`src/rtl/mac_stream_pkg.sv`:
```
// Shared types for the MAC operand stream: operand widths, the operand triple
// and the sender state encoding.
package mac_stream_pkg;

    localparam int OPA_W = 8;
    localparam int OPB_W = 8;
    localparam int OPC_W = 16;

    typedef struct packed {
        logic [OPA_W-1:0] a;
        logic [OPB_W-1:0] b;
        logic [OPC_W-1:0] c;
    } operand_t;

    typedef enum logic [1:0] {
        IDLE        = 2'd0,
        ACTIVE      = 2'd1,
        WAIT_CREDIT = 2'd2,
        DRAIN       = 2'd3
    } sender_state_t;

    function automatic sender_state_t classify_state(
        input logic fifo_empty,
        input logic cred_zero,
        input logic cred_full
    );
        if (fifo_empty) begin
            return cred_full ? IDLE : DRAIN;
        end
        return cred_zero ? WAIT_CREDIT : ACTIVE;
    endfunction

endpackage

```
`src/rtl/mac_operand_fifo.sv`:
```
// First-word-fall-through FIFO of operand triples; the head is readable
// combinationally and a written entry appears at the head from the next cycle.
module mac_operand_fifo
    import mac_stream_pkg::*;
#(
    parameter int DEPTH = 4,
    localparam int AW = $clog2(DEPTH),
    localparam int CW = AW + 1
) (
    input  logic          clk,
    input  logic          reset,
    input  logic          wr_en,
    input  operand_t      wr_data,
    input  logic          rd_en,
    output operand_t      rd_data,
    output logic          full,
    output logic          empty,
    output logic [CW-1:0] count
);

    operand_t      mem_q [DEPTH];
    logic [AW-1:0] wr_ptr_q, wr_ptr_d;
    logic [AW-1:0] rd_ptr_q, rd_ptr_d;
    logic [CW-1:0] count_q, count_d;

    // Callers qualify wr_en with !full and rd_en with !empty.
    always_comb begin
        wr_ptr_d = wr_ptr_q + AW'(wr_en);
        rd_ptr_d = rd_ptr_q + AW'(rd_en);
        count_d  = count_q + CW'(wr_en) - CW'(rd_en);
    end

    always_ff @(posedge clk) begin
        if (reset) begin
            wr_ptr_q <= '0;
            rd_ptr_q <= '0;
            count_q  <= '0;
        end else begin
            wr_ptr_q <= wr_ptr_d;
            rd_ptr_q <= rd_ptr_d;
            count_q  <= count_d;
        end
    end

    always_ff @(posedge clk) begin
        if (wr_en) begin
            mem_q[wr_ptr_q] <= wr_data;
        end
    end

    assign rd_data = mem_q[rd_ptr_q];
    assign full    = (count_q == CW'(DEPTH));
    assign empty   = (count_q == '0);
    assign count   = count_q;

endmodule

```
`src/rtl/mac_operand_sender.sv`:
```
// Operand-side transmitter for the MAC stream: buffers operand triples and
// throttles transfers with credits returned by the MAC result handshake.
module mac_operand_sender
    import mac_stream_pkg::*;
#(
    parameter int DEPTH   = 4,
    parameter int CREDITS = 4,
    localparam int CW     = $clog2(DEPTH) + 1
) (
    input  logic             clk,
    input  logic             reset,
    input  logic             push_valid,
    output logic             push_ready,
    input  logic [OPA_W-1:0] push_a,
    input  logic [OPB_W-1:0] push_b,
    input  logic [OPC_W-1:0] push_c,
    output logic             tx_valid,
    input  logic             tx_ready,
    output logic [OPA_W-1:0] tx_a,
    output logic [OPB_W-1:0] tx_b,
    output logic [OPC_W-1:0] tx_c,
    input  logic             ret_valid,
    input  logic             ret_ready,
    output logic [3:0]       credits,
    output logic [CW-1:0]    fifo_count,
    output logic [15:0]      sent_count,
    output logic [1:0]       state,
    output logic             err_credit
);

    localparam logic [3:0] CRED_MAX = 4'(CREDITS);

    operand_t      push_op, head_op;
    logic          fifo_full, fifo_empty;
    logic [CW-1:0] fifo_cnt, fifo_cnt_next;
    logic          push_fire, tx_fire, ret_fire;

    logic [3:0]    credits_q, credits_d;
    logic [15:0]   sent_count_q, sent_count_d;
    sender_state_t state_q, state_d;
    logic          err_credit_q, err_credit_d;

    assign push_op    = '{a: push_a, b: push_b, c: push_c};
    assign push_ready = !reset && !fifo_full;
    assign tx_valid   = !reset && !fifo_empty && (credits_q != '0);
    assign push_fire  = push_valid && push_ready;
    assign tx_fire    = tx_valid && tx_ready;
    assign ret_fire   = ret_valid && ret_ready;

    mac_operand_fifo #(
        .DEPTH (DEPTH)
    ) u_fifo (
        .clk     (clk),
        .reset   (reset),
        .wr_en   (push_fire),
        .wr_data (push_op),
        .rd_en   (tx_fire),
        .rd_data (head_op),
        .full    (fifo_full),
        .empty   (fifo_empty),
        .count   (fifo_cnt)
    );

    always_comb begin
        credits_d     = credits_q;
        err_credit_d  = err_credit_q;
        sent_count_d  = sent_count_q + 16'(tx_fire);
        // A transfer and a return in the same cycle cancel out.
        if (tx_fire && !ret_fire) begin
            credits_d = credits_q - 4'd1;
        end else if (ret_fire && !tx_fire) begin
            if (credits_q == CRED_MAX) begin
                err_credit_d = 1'b1;
            end else begin
                credits_d = credits_q + 4'd1;
            end
        end
        fifo_cnt_next = fifo_cnt + CW'(push_fire) - CW'(tx_fire);
        state_d = classify_state(fifo_cnt_next == '0, credits_d == '0,
                                 credits_d == CRED_MAX);
    end

    always_ff @(posedge clk) begin
        if (reset) begin
            credits_q    <= CRED_MAX;
            sent_count_q <= '0;
            state_q      <= IDLE;
            err_credit_q <= 1'b0;
        end else begin
            credits_q    <= credits_d;
            sent_count_q <= sent_count_d;
            state_q      <= state_d;
            err_credit_q <= err_credit_d;
        end
    end

    assign tx_a       = head_op.a;
    assign tx_b       = head_op.b;
    assign tx_c       = head_op.c;
    assign credits    = credits_q;
    assign fifo_count = fifo_cnt;
    assign sent_count = sent_count_q;
    assign state      = state_q;
    assign err_credit = err_credit_q;

endmodule

```
`config.mk`:
```
export PLATFORM = sky130hd
export DESIGN_NAME = mac_operand_sender
export DESIGN_NICKNAME = d
export VERILOG_FILES = /design/src/rtl/mac_stream_pkg.sv /design/src/rtl/mac_operand_fifo.sv /design/src/rtl/mac_operand_sender.sv
export SDC_FILE = /design/constraint.sdc
export NUM_CORES = 1
export LEC_CHECK = 0
export CELL_PAD_IN_SITES_DETAIL_PLACEMENT = 1
export CELL_PAD_IN_SITES_GLOBAL_PLACEMENT = 1
export CORE_ASPECT_RATIO = 1.2
export CORE_UTILIZATION = 45
export DETAILED_ROUTE_END_ITERATION = 6
export GPL_ROUTABILITY_DRIVEN = 0
export PLACE_DENSITY_LB_ADDON = 0.1
export SETUP_SLACK_MARGIN = 0.05
export SYNTH_ARGS = -nofsm -noshare
export SYNTH_HDL_FRONTEND = slang
export SYNTH_HIERARCHICAL = 1
export SYNTH_SLANG_ARGS = --single-unit
```
`constraint.sdc`:
```
create_clock -name clk -period 4.4 [get_ports clk]
set_input_delay 0.66 -clock clk [delete_from_list [all_inputs] [get_ports clk]]
set_output_delay 0.66 -clock clk [all_outputs]
set_load 0.05 [all_outputs]
```
**Word level (Yosys, flattened, before mapping)**

Memories as Yosys holds them, arrays and structs flattened. A register that Yosys moved wholly into a read port is not among the register bits.
Cells that the tools add are included.

- Mux-type cells: 11
- Eq/ne operators: 3
- Bitwise logic cells: 1
- Add/subtract/negate cells: 7
- Reduce and logical (&&, ||, !) cells: 18

Operator list:

| cell | count |
|---|---|
| $add 16x1->16 | 1 |
| $mux 4 | 3 |
| $mux 2 | 5 |
| $eq 4x3->1 const B | 2 |
| $logic_and 1x1->1 | 8 |
| $logic_not 3->1 | 2 |
| $logic_not 1->1 | 5 |
| $add 2x1->2 | 2 |
| $add 4x1->4 const B | 1 |
| $logic_not 4->1 | 1 |
| $reduce_bool 4->1 | 1 |
| $sub 4x1->4 const B | 1 |
| $add 3x1->3 | 1 |
| $eq 3x3->1 const B | 1 |
| $mux 1 | 3 |
| $reduce_and 3->1 | 1 |
| $sub 3x1->3 | 1 |
| $not 1->1 | 1 |

- Input port bits: 38
- Memories kept: 1
- Bits in writable memories: 128
- Word-level logic and storage cells: 48
- Register bits: 30

Memory list:

| memory | depth | width | read ports | clocked after Yosys merged registers in | write ports | RTL line | source |
|---|---|---|---|---|---|---|---|
| u_fifo.mem_q | 4 | 32 | 1 | 1 | 1 | mac_operand_fifo.sv:21 | `operand_t mem_q [DEPTH];` |

**Logic depth before layout (Yosys ltp)**

Gate-level depths: netlist (run 1).

- Depth after elaboration: 13
- Gate-level depth with buffers: 14
- Depth with buffers taken out: 14

**By module**

The synthesis (run 1) kept the hierarchy.

By module, submodules not included:

| module | cells each | sequential area each (µm²) | instances | area an instance (µm²) |
|---|---|---|---|---|
| mac_operand_fifo | 201 | 3983.8 | 1 | 5008.6 |
| mac_operand_sender | 140 | 460.4 | 1 | 1216.2 |

**Least setup slack after synthesis (run 1)**

OpenSTA, ideal clock, no wires.

- Path kind: register to register
- Start point: register u_fifo.count_q[1], in the netlist u_fifo/count[1]
- End point: memory u_fifo/mem_q[0][0] in the netlist's numbering, enable pin
- Arrival: 4.475 ns
- Buffers on the path: 0
- Period minus slack after synthesis: 4.943 ns
- Required time: 3.932 ns
- Path slack: -0.543 ns
- Cell stages (with the launch flop): 7
- Cell sequence: dfxtp_1 -> inv_1 -> and3_1 -> nor2_1 -> nand2_1 -> inv_1 -> nor3b_1

- Word-level cells in the longest chain between the ends: 6

Ends and longest elaborated chain:

| element | RTL line | source |
|---|---|---|
| start, declared | mac_operand_fifo.sv:24 | `logic [CW-1:0] count_q, count_d;` |
| start signal, assigned | mac_operand_fifo.sv:41 | `count_q <= count_d;` |
| $eq 3x3->1 | mac_operand_fifo.sv:52 | `assign full = (count_q == CW'(DEPTH));` |
| named net fifo_full | mac_operand_sender.sv:34 | `logic fifo_full, fifo_empty;` |
| $logic_not 1->1 | mac_operand_sender.sv:44 | `assign push_ready = !reset && !fifo_full;` |
| $logic_and 1x1->1 | mac_operand_sender.sv:44 |  |
| named net push_ready | mac_operand_sender.sv:13 | `output logic push_ready,` |
| $logic_and 1x1->1 | mac_operand_sender.sv:46 | `assign push_fire = push_valid && push_ready;` |
| named net push_fire | mac_operand_sender.sv:36 | `logic push_fire, tx_fire, ret_fire;` |
| $mux 1 | mac_operand_fifo.sv:46 | `if (wr_en) begin` |
| $mux 1 (not written as such) | mac_operand_fifo.sv:47 | `mem_q[wr_ptr_q] <= wr_data;` |
| end, declared | mac_operand_fifo.sv:21 |  |

The timed path passes the listed nets, and every way through them passes these cells.

==> results of run 1 <==
[cells in the mapped netlist (all sizes together) (2+ instances only)]
master and count:
nand3 7, dfxtp 30, fa 2, nor3b 3, buf 8, edfxtp 128, inv 12, or2 2
nor2 23, mux4 32, xor2 10, o21ai 3, nor3 5, nor2b 6, nand4 4, nand2b 2
xnor2 7, or3 3, and3 5, nand2 12, ha 10, a21oi 8, clkbuf 3
[sequential cells by signal, summed over array words and instances, names as in the netlist]
name / cells
u_fifo/mem_q: 128
u_fifo/wr_ptr_q: 2
u_fifo/count: 3
err_credit: 1
state: 2
u_fifo/rd_ptr_q: 2
sent_count: 16
credits: 4
[kinds of logic after synthesis]
logic type	after synthesis	share of synthesized area
flip-flops	158	0.714
XOR/XNOR	18	0.0277
AND/OR/NAND/NOR	77	0.0661
buffers and inverters	23	0.0251
multiplexers	33	0.119
adder cells (fa/ha/maj)	12	0.0265
AO/OA/AOI/OAI	20	0.0219
[final cells by class]
type                            count  area share
Inverter                           12     0.00564
Sequential cell                   158       0.557
Clock inverter                      9      0.0147
Tap cell                          168      0.0263
Timing Repair Buffer              102       0.126
Multi-Input combinational cell    160       0.206
Clock buffer                       23      0.0641
[worst min-delay path, delay by kind of cell (launching register included)]
family          cells  cell delay (ns)
simple gates        1             0.08
compound gates      1             0.04
flops               1             0.33
[through the flow]
step / instance area, um2 / utilization
after detailed placement: 7360 / 0.551
final: 7990 / 0.598
after global routing: 7990 / 0.598
after global placement: 7360 / 0.551
after CTS: 7990 / 0.598
after floorplan: 6230 / -
[layer usage]
metal  global-route usage  routed length, um  up-vias  share of wire
li1                     -                  -     1560              -
met4               0.0580                102        0         0.0083
met3               0.0640                596        5          0.049
met5                    0                  0        -              0
met2                0.329               6640       77           0.54
met1                0.206               4900     1722           0.40
[report_power, final]
part | total (W) | internal, W | switching (W)
logic | 0.000981 | 0.000399 | 0.000582
clock network | 0.00152 | 0.000947 | 0.000574
registers | 0.00177 | 0.00170 | 0.0000724
[worst paths after layout]
kind | to | slack, ns | cells past startpoint
worst max-delay path | tx_b[0] | 0.93 | 3
worst min-delay path | err_credit | 0.49 | 2
worst max register to register | state[0] | 1.23 | 14
worst min register to register | err_credit | 0.49 | 2
==> results, run 1 <==
- The run finished with clean final reports.
- After synthesis, the mean cell area works out to approximately 18 um2.
- The register area is 0.00445 mm2.
- In this run the clock root is driven by a clkbuf_16.
- The smallest hold slack is 0.486 ns.
- The worst-margin pin slew is 0.937 ns.
- The commonest register cell after synthesis is edfxtp_1.
- Before antenna repair, the detailed router went through 4 iterations.
- The critical path starts at u_fifo/rd_ptr_q[0].
- The start point of the worst hold path is err_credit.
- The maximum number of pins on one net before global-route repair is 34.
- After floorplanning, the core was divided into 46 placement rows.
- The flip-flop and latch count after synthesis is about 160.
- The number of failing hold endpoints at the final stage is 0.
- Among all stages on the critical path, the largest delay is contributed by dfxtp_2.
- The chip width is 109 um.
- By area the synthesized netlist is led by edfxtp_1, mux4_2, dfxtp_1.
- Of the post-synthesis cell area, the dominant cell type holds 0.617.
- After floorplanning, the core was sized to cover 0.0134 mm2.
- The number of setup buffers added after CTS is 0.
- The worst setup path is captured at an output port.
- Across every metal layer, demand over resource in global routing totals 0.184.
- The final setup violation count is 0.
- The total area of multi-input combinational cells is 0.00165 mm2.
- The clock buffer count from CTS is 17.
- The largest clock skew in the final design is 0.0123 ns.
- The type of the worst min-delay path is register to register.
- Setup repair after global routing left no endpoint under its margin.
- The kind of start point of the critical path is a register.
- The number of hold buffers added after cts is 0.
- In this run, post-CTS repair resized a total of 0 instances.
- The number of port buffers is 97.
- Once layout is complete, the cells apart from fillers number 632.
- Counting every net in the synthesized netlist gives 391.
- The final routed wire length divided by cell count is 19.4 um.
- After layout, the worst setup slack is 0.932 ns.
- Using the TritonRoute via totals, the vias-per-cell ratio works out to 5.32.
- 98 I/O pins were placed.
- The share of the Yosys chip area taken by registers is 0.714.
- The achievable frequency is slightly below 0.3 GHz.
- The DRC marker count from the first detailed-route iteration is 89.
- TritonCTS built the clock tree.
- The instance count after placement with tap cells included is 600.
- The first global-routing pass estimated 18.8 mm of wire.
- The kind of critical path is register to output port.
- The longest clock path from root to sink contains 2 buffers.
- In the synthesized netlist the async set-or-reset flop fraction comes to 0.
- Yosys mapped the design onto 49 distinct sky130hd cell types.
- The floorplan step set the die height to around 130 um.
- For the worst setup path, the data arrival time is 2.81 ns.
- The overall power after layout is about 0.0043 W.
- The library cell used most frequently in the layout, excluding fill and tap cells, is edfxtp_1.
- The layout cell share with drive strength beyond 1 is 0.164.
- In the routed design, unresolved DRC markers number 0.
- The area added between synthesis and finish is 28.3%.
- After clock tree synthesis, the clock-pin slew on the worst setup and hold paths is 0.06 ns.
- The power per unit of standard cell area is 535 mW/mm2.
- After legalization and detailed placement, the total HPWL measured around 8 mm.
- The leakage power summed over all cells is 2.68 nW.
- The synthesized cell area is 0.00622 mm2.
- The signal on the critical path passes through buf_4 -> mux4_2 -> clkdlybuf4s50_1.
- The via count of the first global-routing pass is 3608.
- The worst register-to-register path begins at credits[0].
- The worst setup timing slack at the placement stage is approximately 0.82 ns.
- During synthesis, Yosys emitted a total of 6 warnings.
- The setup TNS after final layout is 0 ns.
- The number of buffers and inverters on the critical path is 2.
- At the worst endpoint, the required time is 3.74 ns.
- The total wire length is approximately 12 mm.
- The maximum ir drop on the vdd rail is 0.330 mV.
- The worst path in the final design needs a cycle of 3.47 ns, including I/O delays and setup.
- Leaving out fill and tap cells, the most frequent cells in the layout are edfxtp_1, clkdlybuf4s50_1, mux4_2.
- The number of H-tree levels is 4.
- The peak fanout along the critical path is 20.
- The total count of max-transition violations in the final report is 0.
- Summed over all instances, the cell type with the most area after synthesis is edfxtp_1.
- The count of inserted antenna diode cells is 0.
- The vias after detailed routing is about 3400.
- The top cell family by delay on the critical path is buffers and inverters.
- The number of nets in the layout is about 500.
- Dividing the final minimum period by the clock period gives 0.788.
- The clock sink total is 158.
- On the worst path, the slowest cell contributes a delay of 0.79 ns.
- The number of nets still failing antenna checks after routing is 0.
- The max-cap violation count is 0.
- Counting flops with a built-in enable in the synthesized netlist gives 128.
- After filler insertion, the fill cell instance count of the layout stands at 1239.
- The relative slew slack is 0.375.
- The die covers 0.0143 mm2.
- The initial utilization of the core area, before any placement, comes to 0.466.
- The later pin in the worst-skew pair is clocked with a latency of 0.42 ns.
- After global routing the overflow that remains totals 0.
- The initial antenna violation count is 0.
- In the synthesized netlist, the number of instances is 341.
(Power assumes the default switching activity.)
==> inputs of run 2 (changes only) <==
- clock period: 4.4 -> 3.37 ns (I/O delays scaled with it)
==> run 2 against run 1 <==
Against the previous run: sequential power rose by 30%; first-iteration DRC count rose by 43%; non-clock buffer count rose by 7; combinational power rose by 35%; clock power rose by 33%; worst hold slack improved by 0.0024 ns; final area rose by 1.3%; final cell count rose by 1.1%; critical path depth rose by 11; power rose by 32%; largest power group unchanged.
==> results, run 2 (synthesis results as in run 1) <==
- The number of buffers on the longest clock path is 2.
- The clock transition at the register clock pins on the worst setup and hold paths after CTS is approximately 0.06 ns.
- Based on the critical path, the design can be clocked at up to 0.323 GHz.
- The kind of start point of the critical path is a register.
- The number of hold buffers added after CTS was 0.
- The H-tree was split into 4 levels.
- Using the TritonRoute via totals, the vias-per-cell ratio works out to 5.26.
- The first global-routing pass estimated 19.1 mm of wire.
- The overall power after layout is 0.00564 W.
- The number of failing hold endpoints at the final stage is 0.
- In this run the count of I/O pins placed on the die edge is 98.
- The type of the worst min-delay path is register to register.
- The floorplan die area is 0.0143 mm2.
- Measured along the y axis, the die boundary spans 131 um.
- On the worst path, the slowest cell contributes a delay of 0.45 ns.
- The number of buffers added for setup after CTS is 0.
- The power per unit of standard cell area is about 700 mW/mm2.
- In this run, CTS created clock tree buffers numbering 17.
- The max-cap violation count is 0.
- The largest individual stage delay along the critical path comes from the cell or3b_4.
- The HPWL reported at the end of detailed placement is 8.21 mm.
- The largest clock skew in the final design is 0.00657 ns.
- The number of antenna diodes in the final layout is 0.
- Setup repair after global routing left no endpoint under its margin.
- The length of the first detailed-routing pass in iterations is 4.
- The number of nets still failing antenna checks after routing is 0.
- After floorplanning, the core was divided into 46 placement rows.
- The post-CTS resize count is 0.
- The flow ran to the end, and the final reports show no timing, DRC or antenna violations.
- The kind of cell with the highest combined delay along the critical path is adder cells.
- The global router's overall resource usage is 0.187.
- The worst setup path is captured at a register.
- The relative slew slack is 0.627.
- For the pin with the worst max-slew slack, the measured transition is about 0.56 ns.
- Wires add up to 12.3 mm.
- The initial antenna violation count is 0.
- The number of flip-flops under the largest register name is 128.
- The area added between synthesis and finish is 30.0%.
- For this run the aggregate overflow at the end of global routing stands at 0.
- For the worst setup path, the data arrival time is 3.40 ns.
- The setup TNS after final layout is 0 ns.
- The data required time of the critical path is 3.67 ns.
- The number of port buffers is 97.
- The chip width is 109 um.
- Walking the worst path, the cells encountered are inv_1 -> ha_1 -> or3b_4 -> nand2_4 -> inv_2 -> ha_1 -> inv_1 -> ha_1 -> fa_1 -> xor2_1 -> xnor2_1 -> nor3_1 -> xnor2_1 -> a21oi_1.
- After detailed routing, the number of remaining DRC violations is 0.
- The leakage power summed over all cells is 2.73 nW.
- Clock tree synthesis selected as its root buffer the cell clkbuf_16.
- The number of nets in the layout is between 500 and 600.
- The kind of critical path is register to register.
- The area of the core is 0.0134 mm2.
- The clock reaches the later pin of the worst-skew pair after 0.42 ns.
- The final route contains 3361 vias.
- In the final layout, the share of cells above drive strength 1 is 0.187.
- The maximum ir drop on the vdd rail is 0.364 mV.
- For this block, the initial DRC count from the detailed router was 127.
- The clock period minus worst slack is 3.10 ns.
- The total count of max-transition violations in the final report was 0.
- Setup violations remaining at the end of the flow were counted as 0.
- The count of buffer and inverter cells on the critical path is 3.
- In the layout the commonest cells are edfxtp_1, clkdlybuf4s50_1, mux4_2.
- The peak fanout along the critical path is 7.
- More flip-flops sit in one register than any other, and that register is u_fifo/mem_q.
- In the final routed layout, each cell accounts on average for 19.3 um.
- The final critical-path share of the clock period is 0.920.
- For this configuration, the core starts out at a cell density of 0.466.
- The most common cell after layout, fill and taps aside is edfxtp_1.
- The maximum number of pins on one net before global-route repair is 32.
- By instance count, the cell type seen most on the critical path is ha_1.
- Clock tree synthesis found a total of around 160 sinks.
- The via count of the first global-routing pass is 3618.
- The TritonCTS clock tree is built.
run 2: changes by cell type in the layout (fill, tap and decap cells not counted), moves of 3 or more:
cell / delta
buf_4: +5
buf_12: +4
clkbuf_16: -3
clkbuf_8: +3
run 2: worst reg2reg max path, cell delays in order (launching register included):
cell,delay (ns)
dfxtp_1,0.38
inv_1,0.12
ha_1,0.24
or3b_4,0.45
nand2_4,0.10
inv_2,0.04
ha_1,0.26
inv_1,0.04
ha_1,0.18
fa_1,0.38
xor2_1,0.16
xnor2_1,0.12
nor3_1,0.27
xnor2_1,0.17
a21oi_1,0.08
run 2: layout make-up:
type                            instances  area [um2]
Fill cell                            1227        5260
Sequential cell                       158        4450
Multi-Input combinational cell        160        1650
Timing Repair Buffer                  109        1110
Clock buffer                           22         474
Tap cell                              168         210
Clock inverter                         10         159
Inverter                               12        45.0
run 2: routing by layer:
layer,track usage,vias up,part of all wire
met4,0.0635,0,0.013
met2,0.318,77,0.52
met5,0,-,0
li1,-,1562,-
met3,0.0729,10,0.055
met1,0.215,1712,0.41
run 2: metrics by stage:
step	cells	hold slack (ns)	setup slack [ns]	instance area, um2	util
after CTS	639	0.488	0.203	8090	0.606
after global placement	607	0.468	0.239	7460	0.558
after global routing	639	0.511	0.0748	8090	0.606
final	639	0.488	0.271	8090	0.606
after floorplan	341	0.556	0.115	6240	-
after detailed placement	607	0.469	0.0845	7460	0.558
run 2: path summary, 6_finish.rpt:
kind	from	endpoint	slack (ns)	cells after the start
max reg2reg	credits[0]	state[0]	0.27	14
min reg2reg	err_credit	err_credit	0.49	2
max	credits[0]	state[0]	0.27	14
min	err_credit	err_credit	0.49	2
run 2: report_power, final:
part           switching, W  internal, W
clock network      0.000724      0.00130
logic              0.000777     0.000540
registers         0.0000801      0.00222
==> inputs of run 3 (changes only) <==
- CTS_CLUSTER_SIZE: unset -> 16
==> results of run 3 <==
No change in the layout: final DEF, timing and power equal those of run 2.
